`src/rtl/cell4_exerciser.sv`:
```
// cell4_exerciser: built-in self-test sequencer for a 4-input / 1-output
// library cell. It walks all 16 input vectors onto the cell under test and
// holds each one for SETTLE+1 cycles. In the last cycle of each vector it
// samples the cell output and compares it against the TRUTH table. At the
// end of the sweep it reports the mismatch count, the first failing vector
// and a pass flag.
//
// Parameters
//   TRUTH     bit k = expected rin for input vector k (16'h0001 = NOR4)
//   SETTLE    extra hold cycles per vector before sampling (0..255)
// Ports
//   ck         clock, rising edge
//   rst        synchronous active-high reset
//   start      begin a sweep (accepted only in IDLE)
//   o0..o3     drive cell inputs i0..i3 with the current vector index
//   rin        cell output under test, synchronous to ck
//   busy       high while sweeping
//   done       one-cycle pulse after the final sample
//   pass       last completed sweep had no mismatches
//   errcnt     mismatch count of the current/last sweep
//   firstfail  vector index of the first mismatch
//   ffvld      firstfail is valid
module cell4_exerciser #(
  parameter logic [15:0] TRUTH  = 16'h0001,
  parameter int unsigned SETTLE = 2
) (
  input  logic       ck,
  input  logic       rst,
  input  logic       start,
  output logic       o0,
  output logic       o1,
  output logic       o2,
  output logic       o3,
  input  logic       rin,
  output logic       busy,
  output logic       done,
  output logic       pass,
  output logic [4:0] errcnt,
  output logic [3:0] firstfail,
  output logic       ffvld
);

  typedef enum logic [1:0] {IDLE, APPLY, DONE} state_t;

  localparam logic [7:0] SETTLE_CNT = 8'(SETTLE);

  state_t     state, state_nxt;
  logic [3:0] v, v_nxt;
  logic [7:0] cnt, cnt_nxt;
  logic [4:0] errcnt_nxt, err_after;
  logic [3:0] firstfail_nxt;
  logic       ffvld_nxt, pass_nxt;
  logic [3:0] o_q, o_nxt;
  logic       busy_nxt, done_nxt;
  logic       sample, mismatch, last;

  assign sample    = (state == APPLY) && (cnt == '0);
  assign mismatch  = rin ^ TRUTH[v];
  assign last      = (v == 4'hF);
  assign err_after = errcnt + 5'(mismatch);

  // State register
  always_ff @(posedge ck) begin
    if (rst) state <= IDLE;
    else     state <= state_nxt;
  end

  // Next-state logic
  always_comb begin
    state_nxt = state;
    case (state)
      IDLE:    if (start) state_nxt = APPLY;
      APPLY:   if (sample && last) state_nxt = DONE;
      DONE:    state_nxt = IDLE;
      default: state_nxt = IDLE;
    endcase
  end

  // Datapath next values (vector, settle counter, result accumulation)
  always_comb begin
    v_nxt         = v;
    cnt_nxt       = cnt;
    errcnt_nxt    = errcnt;
    firstfail_nxt = firstfail;
    ffvld_nxt     = ffvld;
    pass_nxt      = pass;
    case (state)
      IDLE: begin
        if (start) begin
          v_nxt         = '0;
          cnt_nxt       = SETTLE_CNT;
          errcnt_nxt    = '0;
          firstfail_nxt = '0;
          ffvld_nxt     = 1'b0;
          pass_nxt      = 1'b0;
        end
      end
      APPLY: begin
        if (!sample) begin
          cnt_nxt = cnt - 8'd1;
        end else begin
          if (mismatch) begin
            errcnt_nxt = err_after;
            if (!ffvld) begin
              firstfail_nxt = v;
              ffvld_nxt     = 1'b1;
            end
          end
          if (last) begin
            // Pass reflects the count including this final sample.
            pass_nxt = (err_after == '0);
          end else begin
            v_nxt   = v + 4'd1;
            cnt_nxt = SETTLE_CNT;
          end
        end
      end
      default: ;
    endcase
  end

  // Output logic: next values of the registered outputs, decoded from the
  // upcoming state so every output is a flop with no path from rin/start.
  always_comb begin
    o_nxt    = (state_nxt == APPLY) ? v_nxt : '0;
    busy_nxt = (state_nxt == APPLY);
    done_nxt = (state_nxt == DONE);
  end

  always_ff @(posedge ck) begin
    if (rst) begin
      v         <= '0;
      cnt       <= '0;
      errcnt    <= '0;
      firstfail <= '0;
      ffvld     <= 1'b0;
      pass      <= 1'b0;
      o_q       <= '0;
      busy      <= 1'b0;
      done      <= 1'b0;
    end else begin
      v         <= v_nxt;
      cnt       <= cnt_nxt;
      errcnt    <= errcnt_nxt;
      firstfail <= firstfail_nxt;
      ffvld     <= ffvld_nxt;
      pass      <= pass_nxt;
      o_q       <= o_nxt;
      busy      <= busy_nxt;
      done      <= done_nxt;
    end
  end

  assign o0 = o_q[0];
  assign o1 = o_q[1];
  assign o2 = o_q[2];
  assign o3 = o_q[3];

endmodule

```
`config.mk`:
```
export PLATFORM = sky130hd
export DESIGN_NAME = cell4_exerciser
export DESIGN_NICKNAME = d
export VERILOG_FILES = /design/src/rtl/cell4_exerciser.sv
export SDC_FILE = /design/constraint.sdc
export NUM_CORES = 1
export LEC_CHECK = 0
export ABC_AREA = 1
export CAP_MARGIN = 25
export CORE_MARGIN = 3
export CORE_UTILIZATION = 30
export CTS_CLUSTER_DIAMETER = 100
export DETAILED_ROUTE_END_ITERATION = 8
export GPL_TIMING_DRIVEN = 0
export PLACE_DENSITY_LB_ADDON = 0.08
export SYNTH_ARGS = -nofsm -noshare
export SYNTH_HDL_FRONTEND = slang
export SYNTH_SLANG_ARGS = --single-unit
```
`constraint.sdc`:
```
create_clock -name ck -period 1.6 [get_ports ck]
set_input_delay 0.32 -clock ck [delete_from_list [all_inputs] [get_ports ck]]
set_output_delay 0.32 -clock ck [all_outputs]
set_load 0.05 [all_outputs]
```
---- Word level (Yosys, flattened, before mapping) ----
Memory sizes are Yosys's and may differ from the RTL's. A register that Yosys moved wholly into a read port is not among the register bits.
Index checks and enable logic that the tools add are counted.
W data, S select, Z words.
operators by class
  bitwise operators ....................... 2
  equal/unequal tests ..................... 10
  order comparisons ....................... 1
  reductions and logical operators ........ 11
  add/subtract/negate cells ............... 3
  mux-type cells .......................... 29
operators by type and width
  cell                   number
  $mux W4                8
  $mux W8                3
  $pmux W4 S2            2
  $pmux W8 S2            1
  $mux W5                3
  $ne A2 B2 Y1 const B   5
  $pmux W5 S2            1
  $logic_not A8 Y1       1
  $reduce_and A4 Y1      2
  $sub A8 B1 Y8 const B  1
  $mux W1                6
  $add A5 B1 Y5          1
  $logic_not A5 Y1       1
  $lt A4 B5 Y1 const B   1
  $reduce_and A5 Y1      1
  $add A4 B1 Y4 const B  1
  $eq A2 B1 Y1 const B   2
  $eq A4 B4 Y1 const B   1
  $mux W2                2
  $pmux W1 S2            2
  $pmux W2 S2            1
  $ne A3 B3 Y1 const B   1
  $reduce_and A3 Y1      1
  $eq A2 B2 Y1 const B   1
  6 further kinds        7
storage, ports and cells
  register bits ........................... 31
  bits in read-only memories .............. 16
  memories kept ........................... 1
memory list
  name              depth  width  read ports  clocked after memory_dff  wr ports  RTL line  RTL
  (name not given)  16     1      1           1                         0         58        assign mismatch = rin ^ TRUTH[v];

---- Depth between registers and ports, before layout ----
  depth in word-level cells ............... 8
  mapped depth ............................ 12

---- Worst setup path before layout ----
Ideal clock, no wire load.
  path type ............................... register -> register
  from .................................... reg errcnt[0]
  to ...................................... reg errcnt[4]
  period minus slack after synthesis ...... 1.721 ns
  stages on the path, launching flop included .. 7
  required time ........................... 1.529 ns
  buffers on the path ..................... 0
  data arrival time ....................... 1.650 ns
  slack ................................... -0.121 ns
  cell sequence ........................... dfxtp_1 -> ha_1 -> ha_1 -> nand3_1 -> xor2_1 -> or2_0 -> a21oi_1
between the ends
  longest elaborated chain between the ends .. 4
RTL lines
  element                 RTL line  RTL
  start, declared         38        output logic [4:0] errcnt,
  start signal, assigned  144       errcnt <= errcnt_nxt;
  $add A5 B1 Y5           60        assign err_after = errcnt + 5'(mismatch);
  $mux W5                 102       if (mismatch) begin
  $mux W5                 99        if (!sample) begin
  $pmux W5 S2             87        case (state)
Every way passes these cells. The select of a mux whose other input is x is not followed.
A chain may end at the register's enable or synchronous reset.

---- Final worst setup path ----
  from .................................... reg errcnt[1]
  to ...................................... out errcnt[1]
No word-level cell between the ends.

==> metrics.cfg <==
[yosys]
synth-warning-count = 0
synth.distinct_cells = 32
ys_seq_elements = 32
syn_nets = 216
yosysSeqAreaShare_pct = 40.28
netlist_instances = 208
avgSynthCellArea_sq_um = 7.646
syn_area_sq_um = 1590

[clock_network]
clock_latency_ns = 0.28
numCtsBuffers = 5
clkSinkCount = 32
clkSlewWorstSetupHoldPaths_ns = 0.07
clockRootBuffer = clkbuf_8
cts_buffer_depth = 2
cts_tree = done
cts_max_level = 2
hold_buffers = 0

[floorplan]
core.rowCount = 25
die_area_sq_um = 6210
pin_count = 21
core_sq_um = 4911
fp.dieH_um = 78.81
die_w_um = 78.81
initial_core_util_pct = 32.38

[critical_path]
worstSetupPathType = reg2out
r2r_slack_ns = 0.03
crit_family = buffers and inverters
cpMaxStageDelayCell = dlygate4sd2_1
worstPathArrival_ns = 1.26
path_cells = dlygate4sd2_1
worst-endpoint-required_ns = 1.28
end_kind = output pin
cp_num_buf_inv = 1
path_max_fanout = 4
crit_path_max_incr_delay_ns = 0.55
r2r-end = errcnt[4]$_SDFFE_PP0P_
reg2regPathDepth = 7
cp-start-kind = flip-flop

[sta]
tightest_slew_ns = 0.4912
slew_viol_final = 0
fmax_mhz = 632.8
hold_viol = 0
clock_skew_ns = 0.006263
grt_setup_unrepaired = true
worst_hold_slack_ns = 0.4426
setup_viol = 0
fin_ws_ns = 0.01970
finalCritPeriodShare_pct = 98.77
fin_setup_tns_ns = 0
min_period_ns = 1.580
relSlewSlack_pct = 67.38

[route]
drcViolationCount = 0
totalWireLength_um = 3508
routedWlPerCell_um = 11.24
vias = 1366
drtIter0Drc = 38
first_pass_iters = 4
drtAntennaViolNets = 0
viasPerCell = 4.378

[run]
maxCapViolations = 0

[hold_path]
min_to = firstfail[1]$_SDFFE_PP0P_
hold-path-cell-count = 2
min_path_type = reg2reg
min_from = firstfail[1]$_SDFFE_PP0P_

[global_route]
grt_max_degree = 11
track_usage_pct = 12.11
grt_pass1_vias = 1241
grt_pass1_wl_um = 5892
antenna_found_initial = 0
overflow = 0

[placed_design]
gp_congestion = 0.7641
dp_hpwl_um = 2479
io_buffers = 20
dp_cells = 295
pre_cts_slack_ns = -0.5675

[pwr]
p_leak_nw = 0.9745
vdd_drop_max_uv = 536.2
powerDensity_nw_per_um2 = 948.8

[cells_and_area]
mostFrequentLayoutCells = nand2_1 (46), dfxtp_1 (27), inv_1 (24)
drive_above_1_share_pct = 24.90
final_common_cell = nand2_1
nNetsFinal = 253
area_growth_pct = 32.97
finalNonFillerCells = 312
final_core_util_pct = 43.06
final.fill_count = 532
diodes = 0

[run_status]
run_status = finished, final reports clean

cell usage after synthesis:
| master | count | area (sq um) |
|---|---|---|
| a21oi_1 | 16 | 80.08 |
| a21oi_2 | 1 | 8.760 |
| a31oi_1 | 1 | 6.260 |
| buf_12 | 1 | 20.02 |
| buf_6 | 1 | 11.26 |
| clkbuf_1 | 1 | 3.750 |
| dfxtp_1 | 32 | 640.6 |
| ha_1 | 4 | 50.05 |
| inv_1 | 28 | 105.1 |
| inv_2 | 2 | 7.510 |
| nand2_1 | 47 | 176.4 |
| nand2_2 | 4 | 25.02 |
| nand2_4 | 3 | 33.78 |
| nand3_1 | 11 | 55.05 |
| nand3_4 | 1 | 17.52 |
| nand4_1 | 5 | 31.28 |
| nor2_1 | 20 | 75.07 |
| nor2_2 | 3 | 18.77 |
| nor2_4 | 3 | 33.78 |
| nor2_8 | 1 | 20.02 |
| nor3_1 | 2 | 10.01 |
| nor3b_2 | 1 | 12.51 |
| o21a_1 | 1 | 7.510 |
| o21ai_0 | 6 | 30.03 |
| o21ai_1 | 1 | 5.000 |
| o21ai_2 | 1 | 8.760 |
| o21ai_4 | 1 | 16.27 |
| or2_0 | 1 | 6.260 |
| or2_1 | 1 | 6.260 |
| or2_2 | 1 | 6.260 |
| xnor2_1 | 4 | 35.03 |
| xor2_1 | 3 | 26.28 |
through the flow:
| step | total power [mW] | cell area [sq um] |
|---|---|---|
| floorplan | 1.253 | 1592 |
| global placement | 1.364 | 1876 |
| detailed placement | 1.362 | 1876 |
| CTS | 2.002 | 2047 |
| global route | 2.134 | 2115 |
| finish | 2.006 | 2115 |
worst max-delay path by stage:
stage | start | slack [ns] | end | cells past startpoint
floorplan | errcnt[1]$_SDFFE_PP0P_ | 0.02 | errcnt[4]$_SDFFE_PP0P_ | 5
global placement | rin | -0.58 | errcnt[4]$_SDFFE_PP0P_ | 8
detailed placement | rin | -0.57 | errcnt[4]$_SDFFE_PP0P_ | 8
CTS | v[0]$_SDFF_PP0_ | 0.01 | flip-flop | 11
global route | flip-flop | -0.04 | errcnt[4]$_SDFFE_PP0P_ | 7
finish | errcnt[1]$_SDFFE_PP0P_ | 0.02 | errcnt[1] | 1
logic make-up after synthesis:
logic type / Yosys count / synth area share, %
adders and majority gates: 4 / 3.147
xor gates and xnor gates: 7 / 3.855
and+or+nand+nor: 104 / 33.20
DFF: 32 / 40.28
buffers and inverters: 33 / 9.284
AOI/OAI and AO/OA: 28 / 10.23
flip-flops by register name, indices dropped and copies added, names as in the netlist, named ones only:
| name | count |
|---|---|
| busy | 1 |
| cnt | 8 |
| done | 1 |
| errcnt | 5 |
| ffvld | 1 |
| firstfail | 4 |
| o_q | 4 |
| pass | 1 |
| state | 2 |
| v | 4 |
metal layers:
metal | share of wire [%] | global-route usage [%] | up-vias | wire (um)
met5 | 0 | 0 | - | 0
met4 | 1.5 | 4.196 | 0 | 54
met3 | 3.6 | 3.061 | 6 | 125
met2 | 44 | 18.68 | 20 | 1533
met1 | 51 | 16.36 | 610 | 1795
li1 | - | - | 730 | -
layout make-up:
class	count	area (sq um)	area share, %
Multi-Input combinational cell	143	900.9	42.60
Inverter	30	115.1	5.444
Sequential cell	32	649.4	30.71
Clock buffer	6	72.57	3.432
Buffer	3	35.03	1.657
Tap cell	67	83.83	3.964
Timing Repair Buffer	30	252.7	11.95
Clock inverter	1	5.005	0.2367
where the power goes:
group / total, mW / leakage (nW) / switching, mW / internal, mW
registers: 0.885 / 0.262 / 0.0388 / 0.846
clock network: 0.586 / 0.0410 / 0.291 / 0.295
logic: 0.535 / 0.671 / 0.323 / 0.213
what timing repair did:
item | 4_1_cts | 5_1_grt
setup buffers | 6 | 4
pin swaps | 6 | 10
setup endpoints to repair | 33 | 12
cloned | 0 | 0
resized for setup | 34 | 17
No activity file was read; power rests on OpenSTA's default activity.
